[src/rtl/cache_mem_arb_if.sv]
// Request/response/SRAM signal bundle for cache_mem_arb.
// The slave modport is the arbiter's view; master is the requesters' and SRAM's view.
interface cache_mem_arb_if #(
  parameter int ADDR_W = 8,
  parameter int DATA_W = 32
);
  logic              i_flush;
  logic              o_init_done;

  logic              i_req0_valid;
  logic              i_req0_write;
  logic [ADDR_W-1:0] i_req0_addr;
  logic [DATA_W-1:0] i_req0_data;
  logic              o_req0_ready;

  logic              i_req1_valid;
  logic              i_req1_write;
  logic [ADDR_W-1:0] i_req1_addr;
  logic [DATA_W-1:0] i_req1_data;
  logic              o_req1_ready;

  logic              o_rsp0_valid;
  logic              o_rsp1_valid;
  logic [DATA_W-1:0] o_rsp_data;

  logic              o_mem_enable;
  logic              o_mem_write;
  logic [ADDR_W-1:0] o_mem_addr;
  logic [DATA_W-1:0] o_mem_data;
  logic [DATA_W-1:0] i_mem_data;

  modport slave (
    input  i_flush,
    input  i_req0_valid, i_req0_write, i_req0_addr, i_req0_data,
    input  i_req1_valid, i_req1_write, i_req1_addr, i_req1_data,
    input  i_mem_data,
    output o_init_done, o_req0_ready, o_req1_ready,
    output o_rsp0_valid, o_rsp1_valid, o_rsp_data,
    output o_mem_enable, o_mem_write, o_mem_addr, o_mem_data
  );

  modport master (
    output i_flush,
    output i_req0_valid, i_req0_write, i_req0_addr, i_req0_data,
    output i_req1_valid, i_req1_write, i_req1_addr, i_req1_data,
    output i_mem_data,
    input  o_init_done, o_req0_ready, o_req1_ready,
    input  o_rsp0_valid, o_rsp1_valid, o_rsp_data,
    input  o_mem_enable, o_mem_write, o_mem_addr, o_mem_data
  );
endinterface

[src/rtl/cache_mem_arb.sv]
// Two-port round-robin sequencer for the single-port cache data SRAM, with a
// zero-fill init sequence after reset or flush.
module cache_mem_arb #(
  parameter int ADDR_W        = 8,
  parameter int DATA_W        = 32,
  parameter int INIT_ON_RESET = 1
) (
  input logic           i_clk,
  input logic           i_nreset,
  cache_mem_arb_if.slave bus
);

  localparam int              DEPTH    = 2 ** ADDR_W;
  localparam int              CNT_W    = ADDR_W + 1;
  localparam logic [CNT_W-1:0] CNT_LAST = CNT_W'(DEPTH - 1);

  localparam logic [0:0] ST_INIT = 1'b0;
  localparam logic [0:0] ST_RUN  = 1'b1;
  localparam logic [0:0] ST_RST  = (INIT_ON_RESET != 0) ? ST_INIT : ST_RUN;

  logic [0:0]       state_q, state_d;
  logic [CNT_W-1:0] cnt_q, cnt_d;
  logic             last1_q, last1_d;   // 1 = port 1 was granted last
  logic             rsp0_q, rsp0_d;
  logic             rsp1_q, rsp1_d;

  logic flush_eff;
  logic accept_en;
  logic grant0;
  logic grant1;

  assign flush_eff = bus.i_flush && (INIT_ON_RESET != 0);
  // Reset gating keeps readies and SRAM strobes quiet while i_nreset is low.
  assign accept_en = i_nreset && (state_q == ST_RUN) && !flush_eff;

  assign grant0 = accept_en && bus.i_req0_valid && (!bus.i_req1_valid || last1_q);
  assign grant1 = accept_en && bus.i_req1_valid && (!bus.i_req0_valid || !last1_q);

  assign bus.o_req0_ready = grant0;
  assign bus.o_req1_ready = grant1;
  assign bus.o_init_done  = i_nreset && (state_q == ST_RUN);
  assign bus.o_rsp0_valid = rsp0_q;
  assign bus.o_rsp1_valid = rsp1_q;
  assign bus.o_rsp_data   = bus.i_mem_data;

  // NOTE: every output of a combinational block gets a default first, so no
  // path through the if/else chain can leave a latch behind.
  always_comb begin
    bus.o_mem_enable = 1'b0;
    bus.o_mem_write  = 1'b0;
    bus.o_mem_addr   = '0;
    bus.o_mem_data   = '0;
    if (i_nreset && (state_q == ST_INIT)) begin
      bus.o_mem_enable = 1'b1;
      bus.o_mem_write  = 1'b1;
      bus.o_mem_addr   = cnt_q[ADDR_W-1:0];
    end else if (grant0) begin
      bus.o_mem_enable = 1'b1;
      bus.o_mem_write  = bus.i_req0_write;
      bus.o_mem_addr   = bus.i_req0_addr;
      bus.o_mem_data   = bus.i_req0_data;
    end else if (grant1) begin
      bus.o_mem_enable = 1'b1;
      bus.o_mem_write  = bus.i_req1_write;
      bus.o_mem_addr   = bus.i_req1_addr;
      bus.o_mem_data   = bus.i_req1_data;
    end
  end

  always_comb begin
    state_d = state_q;
    cnt_d   = cnt_q;
    last1_d = last1_q;
    rsp0_d  = grant0 && !bus.i_req0_write;
    rsp1_d  = grant1 && !bus.i_req1_write;
    if (grant0) last1_d = 1'b0;
    if (grant1) last1_d = 1'b1;
    if (state_q == ST_INIT) begin
      if (flush_eff) begin
        cnt_d = '0;
      end else if (cnt_q == CNT_LAST) begin
        cnt_d   = '0;
        state_d = ST_RUN;
      end else begin
        cnt_d = cnt_q + 1'b1;
      end
    end else if (flush_eff) begin
      cnt_d   = '0;
      state_d = ST_INIT;
    end
  end

  // NOTE: state registers use non-blocking assignments so every flop samples
  // the pre-edge value regardless of statement order.
  always_ff @(posedge i_clk or negedge i_nreset) begin
    if (!i_nreset) begin
      state_q <= ST_RST;
      cnt_q   <= '0;
      last1_q <= 1'b1;
      rsp0_q  <= 1'b0;
      rsp1_q  <= 1'b0;
    end else begin
      state_q <= state_d;
      cnt_q   <= cnt_d;
      last1_q <= last1_d;
      rsp0_q  <= rsp0_d;
      rsp1_q  <= rsp1_d;
    end
  end

endmodule

[src/flat_wrapper.sv]
// flat-port wrapper written by rule: the top's interface ports become plain ports
module cache_mem_arb_flat 
#(
  parameter int ADDR_W        = 8,
  parameter int DATA_W        = 32,
  parameter int INIT_ON_RESET = 1
)
  (i_clk, i_nreset, bus_i_flush, bus_i_req0_valid, bus_i_req0_write, bus_i_req0_addr, bus_i_req0_data, bus_i_req1_valid, bus_i_req1_write, bus_i_req1_addr, bus_i_req1_data, bus_i_mem_data, bus_o_init_done, bus_o_req0_ready, bus_o_req1_ready, bus_o_rsp0_valid, bus_o_rsp1_valid, bus_o_rsp_data, bus_o_mem_enable, bus_o_mem_write, bus_o_mem_addr, bus_o_mem_data);
  cache_mem_arb_if #(.ADDR_W(ADDR_W), .DATA_W(DATA_W)) bus_i ();
  input logic i_clk;
  input logic i_nreset;
  input wire logic [$bits(bus_i.i_flush)-1:0] bus_i_flush;
  input wire logic [$bits(bus_i.i_req0_valid)-1:0] bus_i_req0_valid;
  input wire logic [$bits(bus_i.i_req0_write)-1:0] bus_i_req0_write;
  input wire logic [$bits(bus_i.i_req0_addr)-1:0] bus_i_req0_addr;
  input wire logic [$bits(bus_i.i_req0_data)-1:0] bus_i_req0_data;
  input wire logic [$bits(bus_i.i_req1_valid)-1:0] bus_i_req1_valid;
  input wire logic [$bits(bus_i.i_req1_write)-1:0] bus_i_req1_write;
  input wire logic [$bits(bus_i.i_req1_addr)-1:0] bus_i_req1_addr;
  input wire logic [$bits(bus_i.i_req1_data)-1:0] bus_i_req1_data;
  input wire logic [$bits(bus_i.i_mem_data)-1:0] bus_i_mem_data;
  output wire logic [$bits(bus_i.o_init_done)-1:0] bus_o_init_done;
  output wire logic [$bits(bus_i.o_req0_ready)-1:0] bus_o_req0_ready;
  output wire logic [$bits(bus_i.o_req1_ready)-1:0] bus_o_req1_ready;
  output wire logic [$bits(bus_i.o_rsp0_valid)-1:0] bus_o_rsp0_valid;
  output wire logic [$bits(bus_i.o_rsp1_valid)-1:0] bus_o_rsp1_valid;
  output wire logic [$bits(bus_i.o_rsp_data)-1:0] bus_o_rsp_data;
  output wire logic [$bits(bus_i.o_mem_enable)-1:0] bus_o_mem_enable;
  output wire logic [$bits(bus_i.o_mem_write)-1:0] bus_o_mem_write;
  output wire logic [$bits(bus_i.o_mem_addr)-1:0] bus_o_mem_addr;
  output wire logic [$bits(bus_i.o_mem_data)-1:0] bus_o_mem_data;
  assign bus_i.i_flush = bus_i_flush;
  assign bus_i.i_req0_valid = bus_i_req0_valid;
  assign bus_i.i_req0_write = bus_i_req0_write;
  assign bus_i.i_req0_addr = bus_i_req0_addr;
  assign bus_i.i_req0_data = bus_i_req0_data;
  assign bus_i.i_req1_valid = bus_i_req1_valid;
  assign bus_i.i_req1_write = bus_i_req1_write;
  assign bus_i.i_req1_addr = bus_i_req1_addr;
  assign bus_i.i_req1_data = bus_i_req1_data;
  assign bus_i.i_mem_data = bus_i_mem_data;
  assign bus_o_init_done = bus_i.o_init_done;
  assign bus_o_req0_ready = bus_i.o_req0_ready;
  assign bus_o_req1_ready = bus_i.o_req1_ready;
  assign bus_o_rsp0_valid = bus_i.o_rsp0_valid;
  assign bus_o_rsp1_valid = bus_i.o_rsp1_valid;
  assign bus_o_rsp_data = bus_i.o_rsp_data;
  assign bus_o_mem_enable = bus_i.o_mem_enable;
  assign bus_o_mem_write = bus_i.o_mem_write;
  assign bus_o_mem_addr = bus_i.o_mem_addr;
  assign bus_o_mem_data = bus_i.o_mem_data;
  cache_mem_arb #(.ADDR_W(ADDR_W), .DATA_W(DATA_W), .INIT_ON_RESET(INIT_ON_RESET)) u_core (.i_clk(i_clk), .i_nreset(i_nreset), .bus(bus_i));
endmodule
[config.mk]
export PLATFORM = sky130hd
export DESIGN_NAME = cache_mem_arb_flat
export DESIGN_NICKNAME = d
export VERILOG_FILES = /design/src/rtl/cache_mem_arb_if.sv /design/src/rtl/cache_mem_arb.sv /design/src/flat_wrapper.sv
export SDC_FILE = /design/constraint.sdc
export NUM_CORES = 1
export LEC_CHECK = 0
export CAP_MARGIN = 0
export CORE_ASPECT_RATIO = 1.75
export CORE_MARGIN = 4
export CORE_UTILIZATION = 26
export DETAILED_ROUTE_END_ITERATION = 7
export GPL_TIMING_DRIVEN = 1
export PLACE_DENSITY_LB_ADDON = 0.08
export SLEW_MARGIN = 5
export SYNTH_ARGS = -nofsm -noshare
export SYNTH_HDL_FRONTEND = slang
export SYNTH_SLANG_ARGS = --single-unit
export TNS_END_PERCENT = 50
[constraint.sdc]
create_clock -name i_clk -period 3.2 [get_ports i_clk]
set_input_delay 0.64 -clock i_clk [delete_from_list [all_inputs] [get_ports i_clk]]
set_output_delay 0.64 -clock i_clk [all_outputs]
set_load 0.02 [all_outputs]
==> results of run 1 <==
==> state kept, by name, indices dropped and copies added, names as in the netlist <==
signal,flops
u_core.cnt_q,9
u_core.last1_q,1
u_core.bus.o_rsp0_valid,1
u_core.bus.o_rsp1_valid,1
u_core.state_q,1
==> layout make-up <==
class / count / area share [%]
timing repair buffer: 148 / 56.79
multi-input combinational: 88 / 25.26
sequential: 13 / 12.30
tap: 54 / 2.545
clock buffer: 4 / 1.697
inverter: 10 / 1.414
==> critical path, cell delays in order <==
cell and delay [ps]:
clkdlybuf4s50_1 440, nor2b_2 170, o2111a_1 260, buf_4 200
a22o_1 150, clkdlybuf4s50_1 610
==> kinds of logic after synthesis <==
group                    count (synthesis)
multiplexers                             1
AO/OA/AOI/OAI                           55
adder cells (fa/ha/maj)                  1
flip-flops                              13
buffers and inverters                   54
XOR/XNOR                                 1
AND/OR/NAND/NOR                         30
==> cell usage after synthesis, drive strengths merged, types with 2 or more instances <==
cell	instances	area, sq um
or3	2	12.51
dfrtp	12	300.3
nand2b	3	18.77
nor3	2	10.01
a222oi	8	80.08
buf	43	316.5
a22o	33	289.0
a31oi	2	12.51
nor2	4	15.01
nand3	4	20.02
nor2b	4	27.53
inv	10	37.54
nand2	3	11.26
nor3b	2	15.01
a21oi	5	25.02
==> how the worst max path moves through the flow <==
| stage | from | endpoint | slack [ps] | cells after the start |
|---|---|---|---|---|
| detailed placement | bus_i_flush | bus_o_mem_data[14] | -30 | 7 |
| finish | bus_i_flush | bus_o_mem_data[25] | 90 | 6 |
| global placement | bus_i_flush | bus_o_mem_data[14] | -20 | 7 |
| floorplan | bus_i_flush | bus_o_mem_data[24] | 930 | 5 |
| CTS | bus_i_req1_valid | bus_o_mem_addr[4] | 5 | 7 |
| global route | bus_i_flush | bus_o_mem_data[31] | 2 | 6 |
==> per-layer routing <==
metal / global-route usage (%) / vias to the layer above
met5: 0 / -
met4: 5.612 / 0
met3: 10.59 / 18
met2: 31.99 / 100
met1: 17.52 / 733
li1: - / 772
==> power by group through the flow <==
stage               clock network (mW)  registers (mW)  logic [mW]
finish                           0.145           0.197       0.172
CTS                              0.148           0.198       0.175
global route                     0.159           0.200       0.185
detailed placement                   0           0.201       0.175
global placement                     0           0.200       0.174
floorplan                            0           0.193      0.0980
==> repair_timing <==
item	CTS	global route
hold buffers	0	0
endpoints found under the setup margin	19	23
hold endpoints to repair	0	0
gates resized for setup	19	16
==> results by stage, run 1 <==
Run status:
- The flow ran to the end, and the final reports show no timing, DRC or antenna violations.

CTS:
- In this run the clock root is driven by a clkbuf_8.
- The maximum clock insertion buffer count is 2.
- Clock-pin slew was measured on the worst setup and hold paths at roughly 50 ps.
- The clock tree from TritonCTS is done.
- TritonCTS created 3 clock buffers.
- The later pin in the worst-skew pair is clocked with a latency of around 240 ps.
- The clock drives 13 sinks.
- In this run the number of H-tree levels came out at 1.
- The post-CTS setup-driven buffer insertion count is 0.

Cells and area:
- The number of fillers in the final layout is approximately 480.
- For this run, the number of standard cells in the final layout without fillers is 317.
- Of the cells placed in the final design, the portion with a size suffix greater than 1 is between 8 and 9%.
- The area used by sequential logic in the layout is approximately 330 sq um.
- The commonest non-fill, non-tap cell in the layout is clkdlybuf4s50_1.
- The final non-filler cell area is roughly 2700 sq um.
- The number of inserted diodes is 0.
- The footprint of the multi-input gates is between 600 and 700 sq um.
- From synthesis to final layout, the design area changed by 96.12%.
- In the layout the commonest cells are 99 x clkdlybuf4s50_1, 33 x a22o_1, 19 x dlygate4sd2_1.
- The final standard cell utilization of the core is 52.89%.
- After the last flow step, the layout net total stands at 384.

Setup path:
- The kind of end point of the critical path is a primary output.
- The worst setup path is launched from an input port.
- The end of the worst register-to-register path is u_core.cnt_q[5]$_DFFE_PN0P_.
- The data required time of the worst path is between 2000 and 3000 ps.
- The data arrival time at the worst-slack endpoint is between 2000 and 2500 ps.
- The startpoint identified for the worst register-to-register timing path is u_core.cnt_q[0]$_DFFE_PN0P_.
- The critical path start-end classification is in2out.
- For flop-to-flop paths, the worst setup slack is ~1500 ps.
- The length in cells of the worst reg-to-reg path is 5.
- In this run the worst path has a maximum fanout of 10.

STA:
- Final hold analysis gives a worst-case slack of between 400 and 500 ps.
- After routing, the total negative slack on setup checks comes to 0 ps.
- Setup slack on the critical path of the routed design comes to roughly 90 ps.
- The final-report hold violation count is 0.
- At the pin with the least slew margin, the transition time is approximately 320 ps.
- Counting I/O delays and the setup requirement, the final critical path takes 3109 ps.
- Between clock sinks in the finished design, the worst skew comes to 6.931 ps.
- Setup repair after global routing left no endpoint under its margin.
- In the finished design, the share of the clock period the worst path needs comes to 97.15%.
- The normalized max-slew margin is about four fifths.
- The number of pins with negative max-slew slack in the final report is 0.
- The timing-limited maximum frequency is 321.7 MHz.
- Setup violations remaining at the end of the flow were counted as 0.

Place:
- The post-placement cell count is ~310.
- The final weighted congestion in routability-driven placement is 0.7363.
- Prior to clock tree synthesis, the placed netlist has a worst setup slack of -29.79 ps.
- During placement, the flow inserted port buffers numbering about 130.
- The placed standard-cell area is 2595 sq um.
- The wire-length estimate of the detail-placed layout is between 5 and 6 mm.

Synth:
- The multiplexer share of the synthesized area is less than 1%.
- In this run, synthesis inferred 0 flip-flops with an integrated enable.
- After synthesis, the share of flip-flops with an asynchronous set or reset is between 90% and 100%.
- After Yosys synthesis, and, or, nand and nor cells account for around 13% of the synthesized area.
- Sequential elements use about a quarter of the synthesized area.
- The xor and xnor fraction of the mapped netlist area is 0.6470%.
- The most used flip-flop cell after synthesis is dfrtp_1.
- The average instance in the mapped netlist occupies slightly below 9 sq um.
- The yosys synthesis warning count is 0.
- The post-synthesis compound-gate area fraction is between 30 and 40%.
- The number of nets in the synthesized netlist is between 200 and 300.
- The synthesized netlist devotes 0.9242% of its cell area to adder and majority cells.
- The largest family of logic cells by synthesized area is compound AO/OA/AOI/OAI gates.
- The cell count after synthesis is between 150 and 200.
- The flop and latch count out of synthesis is 13.
- The post-synthesis cell area is ~1400 sq um.
- The number of distinct library cells after synthesis is 36.

Floorplanning:
- The chip width is between 60 and 70 microns.
- After floorplanning, the core was sized to cover roughly 5000 sq um.
- During I/O placement, the number of pins put on the boundary was slightly below 200.
- The floorplan has 34 rows.
- The floorplan step defined a die boundary enclosing 6471 sq um.
- From bottom edge to top edge, the die measures between 100 and 150 microns.
- Once the floorplan was initialized, standard cells occupied a little over a quarter of the core.

Drt:
- The wire length on met2 is roughly 3.3 mm.
- The top layer reached by signal wires is met4.
- The detail route stage leaves a number of antenna-violating nets equal to 0.
- After detailed routing, the wire length on met1 is 2.016 mm.
- The remaining design rule violation count is 0.
- Summing over every cut layer, the via total after detailed routing is between 1500 and 2000.
- The first TritonRoute pass finished after 4 iterations.
- The aggregate routed wire length is 6.267 mm.
- Dividing the detail-routed wire length by the instance count gives roughly 20 microns.
- The number of DRC markers in iteration 0 is 75.
- In the routed layout, each cell is associated on average with a via count of roughly 5.
- The met3 wire length is a little under 900 microns.

Power and ir drop:
- The fraction of power spent switching nets is 24.51%.
- The internal power contribution is between 0.3 and 0.4 mW.
- Power spread over the standard cell area amounts to approximately 190 nW/um^2.
- In this run, the combinational gates consume ~34% of the power.
- The maximum ir drop on the vdd rail is roughly 0.15 mV.
- The net switching power of the design is 0.1260 mW.
- Registers are responsible for approximately two fifths of the overall power.
- The part of the total power dissipated in the clock network is between 20 and 30%.
- The static leakage is between 1 and 1.5 nW.
- The final total power is a little over 0.5 mW.

GRT:
- The number of global-route vias before repair is 1554.
- The aggregate global routing overflow is 0.
- The first global-routing pass estimated about 9.0 mm of wire.
- Entering global routing, the biggest net connects 26 pins.
- The initial antenna violation count is 0.
- The global router's overall resource usage is between 15 and 20%.

Job:
- Across the run, the number of max-cap violations was 0.

Min path:
- The path class of the lowest-slack min-delay path is reg2reg.
- The worst hold path endpoint is u_core.last1_q$_DFFE_PN1P_.
- The worst hold path passes through 2 cells.
- In this run the most critical hold path is launched from u_core.last1_q$_DFFE_PN1P_.
Power figures use the tool's default switching activity.
==> run 2: changes to the inputs <==
--- a/config.mk
+++ b/config.mk
@@ -12,7 +12,7 @@
 export DETAILED_ROUTE_END_ITERATION = 7
 export GPL_TIMING_DRIVEN = 1
 export PLACE_DENSITY_LB_ADDON = 0.08
-export SLEW_MARGIN = 5
+export SLEW_MARGIN = 20
 export SYNTH_ARGS = -nofsm -noshare
 export SYNTH_HDL_FRONTEND = slang
 export SYNTH_SLANG_ARGS = --single-unit
==> results of run 2 <==
Final layout, timing and power as in run 1 (identical DEF).
==> run 3: changes to the inputs <==
--- a/config.mk
+++ b/config.mk
@@ -11,8 +11,9 @@
 export CORE_UTILIZATION = 26
 export DETAILED_ROUTE_END_ITERATION = 7
 export GPL_TIMING_DRIVEN = 1
+export MAX_ROUTING_LAYER = met4
 export PLACE_DENSITY_LB_ADDON = 0.08
-export SLEW_MARGIN = 20
+export SLEW_MARGIN = 30
 export SYNTH_ARGS = -nofsm -noshare
 export SYNTH_HDL_FRONTEND = slang
 export SYNTH_SLANG_ARGS = --single-unit
==> constraint.sdc (replaced) <==
create_clock -name i_clk -period 3.6 [get_ports i_clk]
set_input_delay 0.72 -clock i_clk [delete_from_list [all_inputs] [get_ports i_clk]]
set_output_delay 0.72 -clock i_clk [all_outputs]
set_load 0.02 [all_outputs]
==> run 3 against run 2 <==
Hold slack better by 4.0 ps. First-iteration DRC count rose by 4.0%. Utilization fell by 1.7 points. Clock power shrank 9.7%. Clock skew is 6.2 ps lower. Largest power group unchanged.
==> results by stage, run 3 (same netlist as run 1, synthesis figures left out) <==
Cells and area:
- The final standard cell utilization of the core is 51.20%.
- The filler-free cell count of the finished design is between 300 and 400.
- The number of antenna diodes in the final layout is 0.
- Leaving out fill and tap cells, the most frequent cell in the layout is clkdlybuf4s50_1.
- In the final layout, the share of cells above drive strength 1 is 6.226%.
- The flip-flop count of the largest register after layout is 9.
- The total number of nets in the final design is roughly 380.
- Leaving out fill and tap cells, the most frequent cells in the layout are 133 x clkdlybuf4s50_1, 33 x a22o_1, 12 x dfrtp_1.
- The area added between synthesis and finish is 89.83%.
- More flip-flops sit in one register than any other, and that register is u_core.cnt_q.

Setup path:
- The worst register-to-register path has a setup slack of 1880 ps.
- STA puts the critical path data required time at 2880 ps.
- Walking the worst path, the cells encountered are clkdlybuf4s50_1 -> inv_1 -> o2111a_1 -> buf_12 -> a222oi_1 -> inv_1 -> clkdlybuf4s50_1.
- The critical path start-end classification is in2out.
- For the worst setup path, the data arrival time is 2680 ps.
- For this design, the slowest cell found on the critical path is clkdlybuf4s50_1.
- The kind of end point of the critical path is a primary output.
- The largest single stage delay on the critical path is around 540 ps.
- STA classifies the critical path startpoint as an input port.
- Along the worst path, the maximum fanout reaches 35.

STA:
- Timing would allow up to a little under 300 MHz.
- The transition time at the pin with the least slew margin is between 300 and 400 ps.
- Setup slack on the critical path of the routed design comes to 201.3 ps.
- Setup violations remaining at the end of the flow were counted as 0.
- The number of pins with negative max-slew slack in the final report is 0.
- The final critical-path required period is between 3000 and 4000 ps.
- The final-report hold violation count was 0.
- The final setup skew is roughly 0.75 ps.
- Measured against its own limit, the worst slew margin works out to around four fifths.
- The share of the clock period used by the worst path after layout is 94.41%.
- Setup repair after global routing left no endpoint under its margin.
- The setup TNS is 0 ps.

CTS:
- Counting along the longest clock path gives a buffer depth of 2.
- The post-CTS setup-driven buffer insertion count is 0.
- The cell sitting at the root of the clock tree is a clkbuf_8.
- The number of gates resized after cts is 0.
- The depth of the CTS H-tree is 1.
- TritonCTS built the clock tree.
- After clock tree synthesis, the clock-pin slew on the worst setup and hold paths is about 50 ps.
- Hold repair after CTS inserted 0 buffers.
- The clock drives 13 sinks.
- The number of buffers added by the clock tree synthesis step is 3.
- The clock reaches the later pin of the worst-skew pair after 240 ps.

Drt:
- After detailed routing, the average wire length per cell comes to about 20 microns.
- In this run, the number of DRC markers left after iteration 0 of detailed routing was 78.
- After detailed routing, the number of remaining DRC violations is 0.
- The detail route stage leaves a number of antenna-violating nets equal to 0.
- The detail-routed via count per cell is roughly 5.1.
- The first-pass detailed-route iteration total is 4.
- The final layout contains routed wiring with a total length of between 6 and 7 mm.
- The total via count in the routed design is around 1600.

GRT:
- The number of global-route vias before repair was 1467.
- Entering global routing, the biggest net connects 36 pins.
- The initial antenna violation count is 0.
- After global routing the overflow that remains totals 0.
- The first global-routing pass estimated 8.756 mm of wire.
- For this run, the total global-route usage over all layers was measured as a little under a fifth.

Floorplanning:
- The floorplan has 34 rows.
- The floorplan step set the die width to between 60 and 70 microns.
- The die height is 103.5 microns.
- The placeable core area is approximately 5000 sq um.
- The I/O pin count is between 150 and 200.
- The initial core utilization is between 20% and 30%.
- The die area is between 6000 and 7000 sq um.

Min path:
- The tightest min-delay check is of the reg2reg type.

Job:
- Across the run, the number of max-cap violations was 0.

Power and ir drop:
- In this run the static leakage power is about 1.1 nW.
- The power per cell area is around 180 nW/um^2.
- Across the VDD grid, the largest voltage drop is 0.1509 mV.

Place:
- At the placement stage, the worst setup path has a slack of between 150 and 200 ps.
- The count of buffers added on input and output ports is 133.
- The detailed-placement wirelength estimate is between 5 and 6 mm.
- The post-placement cell count is slightly above 300.
- The final weighted congestion in routability-driven placement is 0.7177.

Run status:
- The flow ran to the end, and the final reports show no timing, DRC or antenna violations.
## run 3: cell count changes in the layout (fill, tap and decap cells not counted), sizes merged
cell / change
dlygate4sd2: -19
dlymetal6s2s: -15
buf: -6
clkdlybuf4s50: +34
## run 3: power breakdown
| group | switching [mW] | internal [mW] |
|---|---|---|
| registers | 0.0172 | 0.158 |
| clock network | 0.0523 | 0.0782 |
| logic | 0.0443 | 0.111 |
## run 3: stage by stage
step           hold WS (ps)  total power, mW  area [sq um]
2_1_floorplan         424.4           0.2587          1354
3_3_place_gp          481.1           0.3310          2525
3_5_place_dp          488.8           0.3332          2525
4_1_cts               497.1           0.4646          2570
5_1_grt               536.9           0.4848          2570
6_report              498.6           0.4602          2570
## run 3: layer usage
layer | routed length [microns] | up-vias | track usage [%]
met4 | 110 | 0 | 5.612
met2 | 3343 | 96 | 31.50
met3 | 894 | 18 | 11.03
met1 | 1974 | 701 | 16.28
li1 | - | 759 | -
met5 | 0 | - | -
## run 3: path summary, 6_finish.rpt
| check | from | end | depth (start not counted) |
|---|---|---|---|
| max in group asynchronous | i_nreset | u_core.last1_q$_DFFE_PN1P_ | 2 |
| setup reg to reg | u_core.cnt_q[0]$_DFFE_PN0P_ | u_core.cnt_q[5]$_DFFE_PN0P_ | 5 |
| hold reg to reg | u_core.last1_q$_DFFE_PN1P_ | u_core.last1_q$_DFFE_PN1P_ | 2 |
| setup / recovery | bus_i_req1_valid | bus_o_mem_addr[7] | 7 |
| hold / removal | u_core.last1_q$_DFFE_PN1P_ | u_core.last1_q$_DFFE_PN1P_ | 2 |
| min in group asynchronous | i_nreset | u_core.cnt_q[7]$_DFFE_PN0P_ | 2 |
## run 3: layout make-up
| type | count | area, sq um |
|---|---|---|
| inverters | 10 | 37.54 |
| repair buffers | 142 | 1424 |
| flip-flops and latches | 13 | 326.6 |
| multi-input cells | 88 | 669.4 |
| fillers | 495 | 2450 |
| well taps | 54 | 67.56 |
| clock buffers | 4 | 45.04 |
## run 3: critical path, delay by kind of cell
kind | cells | cell delay, ps
compound gates | 2 | 650
buf+inv | 5 | 1300
